--- src/rtl/tmr_pkg.sv ---
// tmr_pkg: shared lane, mask and FSM types for the TMR repair scheduler
package tmr_pkg;
  localparam int N_TMR = 3;
  typedef logic [1:0] lane_t;
  typedef logic [N_TMR-1:0] mask_t;
  typedef enum logic [2:0] {IDLE, REQ, WAIT, SETTLE, CHECK} state_t;
  function automatic lane_t nxt(input lane_t l);
    return l == 2'd2 ? 2'd0 : l + 2'd1;
  endfunction
endpackage

--- src/rtl/tmr_repair_sched_rr_pick3.sv ---
// rr_pick3: first set lane of a 3-bit mask searching from ptr, wrapping 2->0
module rr_pick3
  import tmr_pkg::*;
(
  input  mask_t      mask,
  input  lane_t      ptr,
  output lane_t      idx,
  output logic       valid
);
  logic [3:0] m;
  lane_t p1, p2;
  always_comb begin
    m = {1'b0, mask};
    p1 = nxt(ptr);
    p2 = nxt(p1);
    idx = m[ptr] ? ptr : m[p1] ? p1 : p2;
    valid = |mask;
  end
endmodule

--- src/rtl/tmr_repair_sched.sv ---
// tmr_repair_sched: round-robin scrub/reload scheduler for disabled TMR lanes
module tmr_repair_sched
  import tmr_pkg::*;
#(
  parameter int SETTLE_CYCLES = 8,
  parameter int MAX_RETRY     = 3,
  parameter int TIMEOUT       = 64
) (
  input  logic        clk,
  input  logic        rst,
  input  logic [2:0]  dis_req,
  input  logic        hold,
  input  logic        dead_clr,
  output logic        scrub_req,
  output logic [1:0]  scrub_lane,
  input  logic        scrub_ack,
  input  logic        scrub_done,
  input  logic        scrub_pass,
  output logic [2:0]  repaired,
  output logic [2:0]  dead,
  output logic        busy
);
  localparam int RW = $clog2(MAX_RETRY + 1);
  localparam int TW = TIMEOUT > 1 ? $clog2(TIMEOUT) : 1;
  localparam int SW = $clog2(SETTLE_CYCLES + 1);
  state_t state, state_n;
  lane_t lane, rr, pick;
  logic pick_v, ok, gone, drop, launch, settle_end, time_out;
  logic [RW-1:0] retry [N_TMR];
  logic [TW-1:0] tcnt;
  logic [SW-1:0] scnt;
  logic [3:0] dis4;
  mask_t pending;
  rr_pick3 u_pick (.mask(pending), .ptr(rr), .idx(pick), .valid(pick_v));
  always_comb begin
    pending = dis_req & ~dead;
    dis4 = {1'b0, dis_req};
    drop = gone | ~dis4[lane];
    launch = state == IDLE && pick_v && !hold && !dead_clr;
    settle_end = state == SETTLE && int'(scnt) == SETTLE_CYCLES - 1;
    time_out = state == WAIT && !scrub_done && int'(tcnt) == TIMEOUT - 2;
    scrub_req = state == REQ;
    scrub_lane = lane;
    busy = state != IDLE;
    repaired = (state == CHECK && ok && !drop) ? mask_t'(1) << lane : '0;
  end
  always_comb begin
    state_n = state;
    case (state)
      IDLE:    state_n = launch ? REQ : IDLE;
      REQ:     state_n = !scrub_ack ? REQ : scrub_done ? SETTLE : WAIT;
      WAIT:    state_n = scrub_done ? SETTLE : time_out ? CHECK : WAIT;
      SETTLE:  state_n = settle_end ? CHECK : SETTLE;
      default: state_n = IDLE;
    endcase
  end
  always_ff @(posedge clk or posedge rst)
    if (rst) state <= IDLE;
    else state <= state_n;
  always_ff @(posedge clk or posedge rst) begin
    if (rst) begin
      lane <= '0;
      rr <= '0;
      tcnt <= '0;
      scnt <= '0;
      ok <= 1'b0;
      gone <= 1'b0;
      dead <= '0;
      retry <= '{default: '0};
    end else begin
      lane <= launch ? pick : lane;
      gone <= launch ? 1'b0 : drop;
      tcnt <= state == REQ ? '0 : state == WAIT ? tcnt + 1'b1 : tcnt;
      scnt <= state == SETTLE ? scnt + 1'b1 : '0;
      ok <= settle_end ? scrub_pass : time_out ? 1'b0 : ok;
      rr <= state == CHECK ? nxt(lane) : rr;
      // a clear in the CHECK cycle overrides that cycle's retry/dead update
      if (dead_clr) begin
        dead <= '0;
        retry <= '{default: '0};
      end else if (state == CHECK) begin
        if (drop || ok) retry[lane] <= '0;
        else if (int'(retry[lane]) < MAX_RETRY) begin
          retry[lane] <= retry[lane] + 1'b1;
          if (int'(retry[lane]) == MAX_RETRY - 1) dead[lane] <= 1'b1;
        end
      end
    end
  end
endmodule
--- config.mk ---
export PLATFORM = sky130hd
export DESIGN_NAME = tmr_repair_sched
export DESIGN_NICKNAME = d
export VERILOG_FILES = /design/src/rtl/tmr_pkg.sv /design/src/rtl/tmr_repair_sched_rr_pick3.sv /design/src/rtl/tmr_repair_sched.sv
export SDC_FILE = /design/constraint.sdc
export NUM_CORES = 1
export LEC_CHECK = 0
export CELL_PAD_IN_SITES_DETAIL_PLACEMENT = 0
export CELL_PAD_IN_SITES_GLOBAL_PLACEMENT = 1
export CORE_ASPECT_RATIO = 1.25
export CORE_MARGIN = 1.5
export CORE_UTILIZATION = 41
export DETAILED_ROUTE_END_ITERATION = 10
export HOLD_SLACK_MARGIN = 0.15
export PLACE_DENSITY = 0.79
export SYNTH_ARGS = -nofsm -noshare
export SYNTH_HDL_FRONTEND = slang
export SYNTH_SLANG_ARGS = --single-unit
--- constraint.sdc ---
create_clock -name clk -period 2.29 [get_ports clk]
set_input_delay 0.3435 -clock clk [delete_from_list [all_inputs] [get_ports clk]]
set_output_delay 0.3435 -clock clk [all_outputs]
set_load 0.01 [all_outputs]
* Word level (Yosys, flattened, before mapping)
Index checks and enable logic that the tools add are counted.
** Operators by class
- Muxes and demuxes :: 42
- Bitwise logic cells :: 8
- Add/subtract/negate cells :: 6
- Equality and inequality tests :: 11
- Reductions and logical operators :: 26
- Shift-type cells :: 1
- Magnitude comparators :: 7
** Operators with widths (number)
- $mux 6 :: 6
- $mux 3 :: 9
- $mux 2 :: 9
- $pmux 3 s4 :: 1
- $logic_and 1x1->1 :: 10
- $reduce_bool 2->1 :: 5
- $lt 2x3->1 const B :: 3
- $mux 1 :: 9
- $add 2x1->2 const B :: 4
- $eq 2x2->1 const B :: 4
- $add 6x1->6 const B :: 1
- $and 6x6->6 :: 1
- $bmux 1 s2 :: 3
- $bwmux 6 :: 1
- $eq 3x2->1 const B :: 2
- $eq 6x2->1 const B :: 1
- $not 6->6 :: 1
- $reduce_bool 3->1 :: 2
- $add 4x1->4 const B :: 1
- $bmux 2 s2 :: 1
- $demux 2 s2 :: 1
- $eq 4x4->1 const B :: 1
- $logic_not 1->1 :: 4
- $mux 4 :: 1
- 20 further kinds :: 20
** Word-level totals
- Logic and storage cells :: 112
- Input port bits :: 10
- Flip-flop bits (word level) :: 28

* Depth between registers and ports, before layout
Gate-level depths: netlist of the first run.
- Depth in word-level cells :: 10
- Depth in mapped cells :: 10
- Depth with buffers taken out :: 9

* Hierarchy
From an unflattened synthesis of the first run, not the netlist that was laid out.
** Unflattened totals
- Cells, all modules :: 159
- Area total of the unflattened synthesis :: 1555.2 um2
** By module, submodules not included
- tmr_repair_sched :: cells each 151, sequential area each 700.7 um2, area each 1493.9 um2, times used 1
- rr_pick3 :: cells each 8, sequential area each 0.0 um2, area each 61.3 um2, times used 1

* Worst setup path after synthesis of the first run
Ideal clock, no wire load.
- Kind :: register -> register
- From :: register lane[0] (netlist: scrub_lane[0])
- To :: register retry[5] (netlist name)
- Cell stages (with the launch flop) :: 11
- Setup time :: 0.092 ns
- Buffers on the path :: 1
- Required time :: 2.198 ns
- Arrival :: 1.993 ns
- Slack :: 0.206 ns
- Clock period less this slack :: 2.084 ns
- Cells stage by stage :: dfrtp_1 > buf_2 > mux2i_1 > nor2_1 > a21oi_1 > inv_1 > ha_1 > nand2b_2 > nor4_4 > nand2_2 > o31ai_2
** On the way
- Word-level cells in the longest chain between the ends :: 10
- Elaborated cells on any way between the ends :: 25
- Those cells by class :: add/sub: 1; order compare: 3; mux: 12; bitwise: 5; reduce/logical: 4
** RTL lines
- start, declared :: line tmr_repair_sched.sv:27 : lane_t lane, rr, pick;
- start signal, assigned :: line tmr_repair_sched.sv:71 : lane <= launch ? pick : lane;
- $not 2->3 (not written as such) :: line tmr_repair_sched.sv:82, tmr_repair_sched.sv:83, tmr_repair_sched.sv:84
- $bmux 2 s2, or another cell as far along :: line tmr_repair_sched.sv:83, tmr_repair_sched.sv:84
- $mux 2 (not written as such) or $logic_and 1x1->1 (tied branches) :: line tmr_repair_sched.sv:83, tmr_repair_sched.sv:84, tmr_repair_sched.sv:82
- $mux 2, on equally long branches :: line tmr_repair_sched.sv:83, tmr_repair_sched.sv:84, tmr_repair_sched.sv:82
- $add 2x1->2 or $demux 2 s2 (tied branches) :: line tmr_repair_sched.sv:84, tmr_repair_sched.sv:82
- $bwmux 6 or $not 6->6 (tied branches)
- $mux 6 or $and 6x6->6 (tied branches)
- $mux 6 :: line tmr_repair_sched.sv:82 : if (drop || ok) retry[lane] <= '0;
- $mux 6 :: line tmr_repair_sched.sv:81 : end else if (state == CHECK) begin
- $mux 6 :: line tmr_repair_sched.sv:78 : if (dead_clr) begin
- end signal, assigned by index :: line tmr_repair_sched.sv:84 : retry[lane] <= retry[lane] + 1'b1;
- end, declared :: line tmr_repair_sched.sv:29 : logic [RW-1:0] retry [N_TMR];
Several ways; a longest one is shown, not always the timed one. The select of a mux whose other input is x is not followed.
A chain may end at the register's enable or synchronous reset.

* Final worst setup path of the first run
- From :: register state[1]
- To :: output scrub_req
** On the way
- Word-level cells in the longest chain between the ends :: 1
** RTL lines
- start, declared :: line tmr_repair_sched.sv:26 : state_t state, state_n;
- start signal, assigned :: line tmr_repair_sched.sv:59 : else state <= state_n;
- $eq 3x1->1 :: line tmr_repair_sched.sv:42 : scrub_req = state == REQ;
- end, declared :: line tmr_repair_sched.sv:14 : output logic scrub_req,
No other way between the ends.

==> results of run 1 <==
[cell usage in the layout (no fill, tap or decap), types with 2 or more instances in the layout]
| cell type | instances |
|---|---|
| a21oi_1 | 14 |
| dlygate4sd2_1 | 3 |
| nor3_1 | 11 |
| dfrtp_1 | 26 |
| clkdlybuf4s50_1 | 16 |
| a31oi_1 | 3 |
| mux2_2 | 2 |
| clkbuf_8 | 4 |
| nand2_1 | 20 |
| inv_1 | 7 |
| nand4_1 | 2 |
| and2_1 | 4 |
| nor3b_1 | 2 |
| o21ai_0 | 18 |
| nor2_1 | 23 |
| buf_4 | 14 |
| nand3b_1 | 4 |
| xor2_1 | 2 |
| nand2b_1 | 5 |
| nor2b_1 | 5 |
| dfrtp_2 | 2 |
| nand3_1 | 6 |
| ha_1 | 5 |
| mux2i_1 | 4 |
[what timing repair did]
action / in CTS / in global routing
pin swaps: 0 / 1
buffers inserted: 1 / 1
gates resized for setup: 4 / 6
endpoints found under the setup margin: 3 / 7
[power breakdown]
group          internal, W  total (W)  switching, W
logic             0.000279   0.000578      0.000299
clock network     0.000154   0.000305      0.000151
registers         0.000578   0.000729      0.000150
[worst max-delay path: cells and delay by family, from the launching register on]
kind / cells / cell delay, ps
simple gates: 1 / 390
buf+inv: 1 / 610
flops: 1 / 540
[layout make-up]
cell class / count / area (sq um) / share of cell area (%)
multi-input cells: 145 / 864.6 / 43.19
repair buffers: 34 / 302.8 / 15.12
clock buffers: 4 / 55.05 / 2.750
flip-flops and latches: 28 / 703.2 / 35.12
inverters: 7 / 26.28 / 1.313
well taps: 40 / 50.05 / 2.500
[stage by stage]
stage	hold slack, ps	std cells	area (sq um)	util (%)	TNS, ps
finish	425.7	258	2002	53.33	0
global placement	447.9	252	1913	50.97	-125.8
CTS	440.0	257	1973	52.57	0
floorplan	408.9	186	1600	-	0
global route	455.0	258	2002	53.33	0
detailed placement	464.8	252	1913	50.97	-310.6
[state kept, by name, summed over array words and instances (netlist names)]
| register | count |
|---|---|
| scnt | 4 |
| rr | 2 |
| ok | 1 |
| scrub_lane | 2 |
| gone | 1 |
| retry | 6 |
| tcnt | 6 |
| dead | 3 |
| state | 3 |
[worst min path at each step]
stage,endpoint,cells after the start
floorplan,dead[0],1
global placement,scnt[0],1
detailed placement,scnt[0],1
CTS,retry[0],3
global route,retry[0],3
finish,scnt[3],3
[layer usage]
layer	global-route usage [%]	up-vias	share of wire (%)
li1	-	709	-
met1	21.38	697	41
met2	36.67	35	53
met3	2.837	13	3.1
met4	11.11	0	3.7
met5	0	-	0
[kinds of logic after synthesis]
kind of cell | count (synthesis) | synth area share [%]
and+or+nand+nor | 89 | 28.77
AOI/OAI and AO/OA | 42 | 14.78
DFF | 28 | 43.78
buffers and inverters | 13 | 3.206
muxes | 6 | 3.909
adders and majority gates | 5 | 3.909
xor gates and xnor gates | 3 | 1.642
==> flow_summary.json, run 1 <==
{
  "dr_total_vias": 1454,
  "die_x_um": 58.88,
  "rsz0062_at_grt": "false",
  "finalSetupViolations": 0,
  "cp_max_fo": 12,
  "cts_tree": "done",
  "layout_setup_ws_ps": 134.1,
  "reg2reg_to": "dead[2]",
  "drive_gt1_share_pct": 14.68,
  "r2r_start": "scrub_lane[0]",
  "critPathCaptureType": "output pin",
  "viasPerCell": 5.636,
  "startpoint": "state[1]",
  "clkTransAtPathRegs_ps": 90,
  "syn-num-nets": 201,
  "synth-seq-cells": 28,
  "root_buffer": "clkbuf_8",
  "dp_slack_ps": -158.8,
  "p_leak_nw": 0.8997,
  "netlist_top_cells_area": "dfrtp_1 (44%), o21ai_0 (5.6%), nor2_1 (5.6%)",
  "vdd_drop_max_v": 0.0003643,
  "cap_violations": 0,
  "status": "finished clean",
  "yosys.cell_count.top_type": "dfrtp_1",
  "route.detailed.drc": 0,
  "syn_area_per_cell_sq_um": 8.604,
  "drt-total-wl_um": 3807,
  "yosys_warnings": 0,
  "yosysTopAreaCell": "dfrtp_1",
  "yosys_most_used_dff": "dfrtp_1",
  "antenna-diode-count": 0,
  "worstMarginPinSlew_ps": 417.5,
  "clkLatencyLatePin_ps": 270,
  "wl_per_cell_um": 14.76,
  "min_period_ps": 2156,
  "r2r_setup_slack_ps": 190,
  "syn_inst": 186,
  "r2r_cells": 11,
  "dr.pass1.iters": 4,
  "h-tree-depth": 1,
  "fill_cells": 362,
  "cts-hold-fix-buffers": 0,
  "die_area_sq_um": 4289,
  "grt_overflow_total": 0,
  "cts_inserted_buffers": 3,
  "seq_area_frac_synth_pct": 43.78,
  "crit_arrival_ps": 1810,
  "core_area_sq_um": 3754,
  "place_hpwl_um": 2890,
  "synth_edf_count": 0,
  "relSlewSlack_pct": 72.17,
  "ant_nets": 0,
  "synth_top_area_share_pct": 43.78,
  "fin_nets": 234,
  "fin_skew_ps": 5.625,
  "report.power.total_w": 0.001611,
  "grt_pass1_wl_um": 6555,
  "grt_usage_pct": 19.99,
  "clock.fmax_mhz": 463.8,
  "clock-sinks": 28,
  "gp_congestion": 0.8401,
  "period_share_pct": 94.15,
  "grt_antenna_before_repair": 0,
  "drt_iter0_drc": 35,
  "die_height_um": 72.85,
  "syn_area_sq_um": 1600,
  "cp_cell_sequence": "nor3b_1, clkdlybuf4s50_1",
  "hold_class": "in2async",
  "synth_cell_types": 32,
  "rows": 25,
  "async_flop_share_pct": 100.0,
  "cp_slowest_cell": "clkdlybuf4s50_1",
  "syn_to_final_growth_pct": 25.10,
  "ios": 20,
  "required_ps": 1950,
  "slew_violations": 0,
  "grt_max_degree": 29,
  "slowest_delay_ps": 610,
  "setup.worst_path.end": "scrub_req",
  "port_buffers": 19,
  "power_density_nw_per_um2": 804.7,
  "cp-start-kind": "flop",
  "start_util_pct": 42.63,
  "clockBufferDepth": 2,
  "finalHoldViolations": 0,
  "grt_pass1_vias": 1538,
  "synth_common_cells": "dfrtp_1 (28), nor2_1 (24), nand2_1 (20)",
  "crit_type": "reg2out"
}
No activity file was read; power rests on OpenSTA's default activity.
==> run 2: changes to the inputs <==
==> constraint.sdc (replaced) <==
create_clock -name clk -period 2.1 [get_ports clk]
set_input_delay 0.315 -clock clk [delete_from_list [all_inputs] [get_ports clk]]
set_output_delay 0.315 -clock clk [all_outputs]
set_load 0.01 [all_outputs]
==> run 2 against run 1 <==
Design area grew 2.6%. Cell count grew 1.6%. Register-to-register slack lost 140 ps. First-iteration DRC count grew 110%. Clock skew shrank 2.2 ps.
==> flow_summary.json, run 2 (synthesized netlist as in run 1, its figures left out) <==
{
  "critPathCaptureType": "flop",
  "worstMarginPinSlew_ps": 427.8,
  "power_density_nw_per_um2": 869.6,
  "layout.cells.most_common": "dfrtp_1",
  "most-common-layout-cells": "dfrtp_1 (27), nor2_1 (23), nand2_1 (20)",
  "fin_cells": 262,
  "dp_slack_ps": -321.4,
  "clkTransAtPathRegs_ps": 90,
  "relSlewSlack_pct": 70.74,
  "start_util_pct": 42.63,
  "grt_pass1_wl_um": 6465,
  "ios": 20,
  "dr.pass1.iters": 5,
  "clkLatencyLatePin_ps": 270,
  "reg2reg_to": "retry[5]",
  "viasPerCell": 5.576,
  "top_regs": "retry: 6 flops, tcnt: 6 flops, scnt: 4 flops",
  "worst_path_most_repeated_cell": "buf_4",
  "route.detailed.drc": 0,
  "r2r_setup_slack_ps": 50,
  "fin_worst_hold_slack_ps": 404.3,
  "hold_class": "in2async",
  "min_period_ps": 2052,
  "root_buffer": "clkbuf_8",
  "status": "finished clean",
  "clockBufferDepth": 2,
  "grt_antenna_before_repair": 0,
  "period_share_pct": 97.72,
  "rows": 25,
  "finalHoldViolations": 0,
  "place_inst": 254,
  "crit_arrival_ps": 2240,
  "cp-start-kind": "flop",
  "die_area_sq_um": 4289,
  "cp_num_cells": 10,
  "place_hpwl_um": 2894,
  "antenna-diode-count": 0,
  "required_ps": 2280,
  "cts_tree": "done",
  "drt_iter0_drc": 75,
  "slew_violations": 0,
  "finalSetupViolations": 0,
  "gp_congestion": 0.8548,
  "drive_gt1_share_pct": 18.02,
  "grt_max_degree": 29,
  "p_leak_nw": 0.9228,
  "fill_cells": 351,
  "cap_violations": 0,
  "grt_pass1_vias": 1458,
  "cts-hold-fix-buffers": 0,
  "fin_nets": 238,
  "cts_inserted_buffers": 3,
  "layout_setup_ws_ps": 47.86,
  "cp_top_family": "buffers and inverters",
  "cp_max_fo": 5,
  "wl_per_cell_um": 14.79,
  "h-tree-depth": 1,
  "syn_to_final_growth_pct": 28.38,
  "vdd_drop_max_v": 0.0004382,
  "slowest_delay_ps": 450,
  "die_x_um": 58.88,
  "crit_type": "reg2reg",
  "fin_skew_ps": 3.436,
  "port_buffers": 19,
  "clock.fmax_mhz": 487.3,
  "grt_overflow_total": 0,
  "cp_cell_sequence": "buf_6, buf_4, mux2i_2, o21ai_2, ha_2, nand2b_4, nor4_4, buf_4, nand2_4, o31ai_2",
  "core_area_sq_um": 3754,
  "die_height_um": 72.85,
  "grt_usage_pct": 19.81,
  "drt-total-wl_um": 3875,
  "dr_total_vias": 1461,
  "cp_slowest_cell": "dfrtp_2",
  "path_buf_inv": 3,
  "ant_nets": 0,
  "r2r_start": "scrub_lane[0]",
  "rsz0062_at_grt": "true",
  "clock-sinks": 28,
  "final.setup.tns_ps": 0,
  "r2r_cells": 10
}
run 2: cell types whose count changed in the layout (fill, tap and decap cells not counted), moves of 2 or more:
cell,change
dlygate4sd2_1,-3
clkdlybuf4s15_1,+2
o21ai_0,-2
buf_4,+4
run 2: power breakdown:
part | switching, W | internal [W]
Combinational | 0.000376 | 0.000319
Sequential | 0.000130 | 0.000629
Clock | 0.000164 | 0.000168
Total | 0.000671 | 0.00112
run 2: timing repair:
action | CTS | global route
pin swaps | 0 | 6
gates resized for setup | 8 | 14
setup buffers | 2 | 2
setup endpoints to repair | 6 | 12
endpoints found under the hold margin | 0 | 0
run 2: worst reg2reg max path: stages, from the launching register on:
cell and delay, ps:
dfrtp_2 450, buf_6 140, buf_4 150, mux2i_2 190, o21ai_2 90, ha_2 180, nand2b_4 140, nor4_4 220
buf_4 170, nand2_4 50, o31ai_2 180
run 2: stage by stage:
step                      area (sq um)  power, W  utilization (%)
after global routing              2054  0.001911            54.73
after detailed placement          1928  0.001412            51.37
after floorplan                   1600  0.001145                -
after global placement            1928  0.001385            51.37
after CTS                         2008  0.001773            53.50
final                             2054  0.001787            54.73
run 2: layout make-up:
class,instances,area (sq um),area share (%)
tap,40,50.05,2.436
clock buffer,4,55.05,2.680
multi-input combinational,145,889.6,43.30
sequential,28,701.9,34.17
inverter,7,26.28,1.279
timing repair buffer,38,331.6,16.14
run 2: worst max path at each step:
stage | start | endpoint | slack [ps]
after floorplan | scrub_lane[0] | retry[5] | 20
after global placement | dis_req[1] | repaired[0] | -210
after detailed placement | dis_req[0] | repaired[0] | -320
after CTS | scrub_lane[0] | dead[0] | 40
after global routing | scrub_lane[0] | retry[5] | -90
final | scrub_lane[0] | retry[5] | 50
run 2: metal layers:
metal | vias to the layer above | GRT usage (%) | part of all wire [%]
met3 | 8 | 2.128 | 2.9
met5 | - | 0 | 0
met4 | 0 | 7.071 | 2.0
met1 | 695 | 21.96 | 41
met2 | 43 | 37.90 | 55
li1 | 715 | - | -
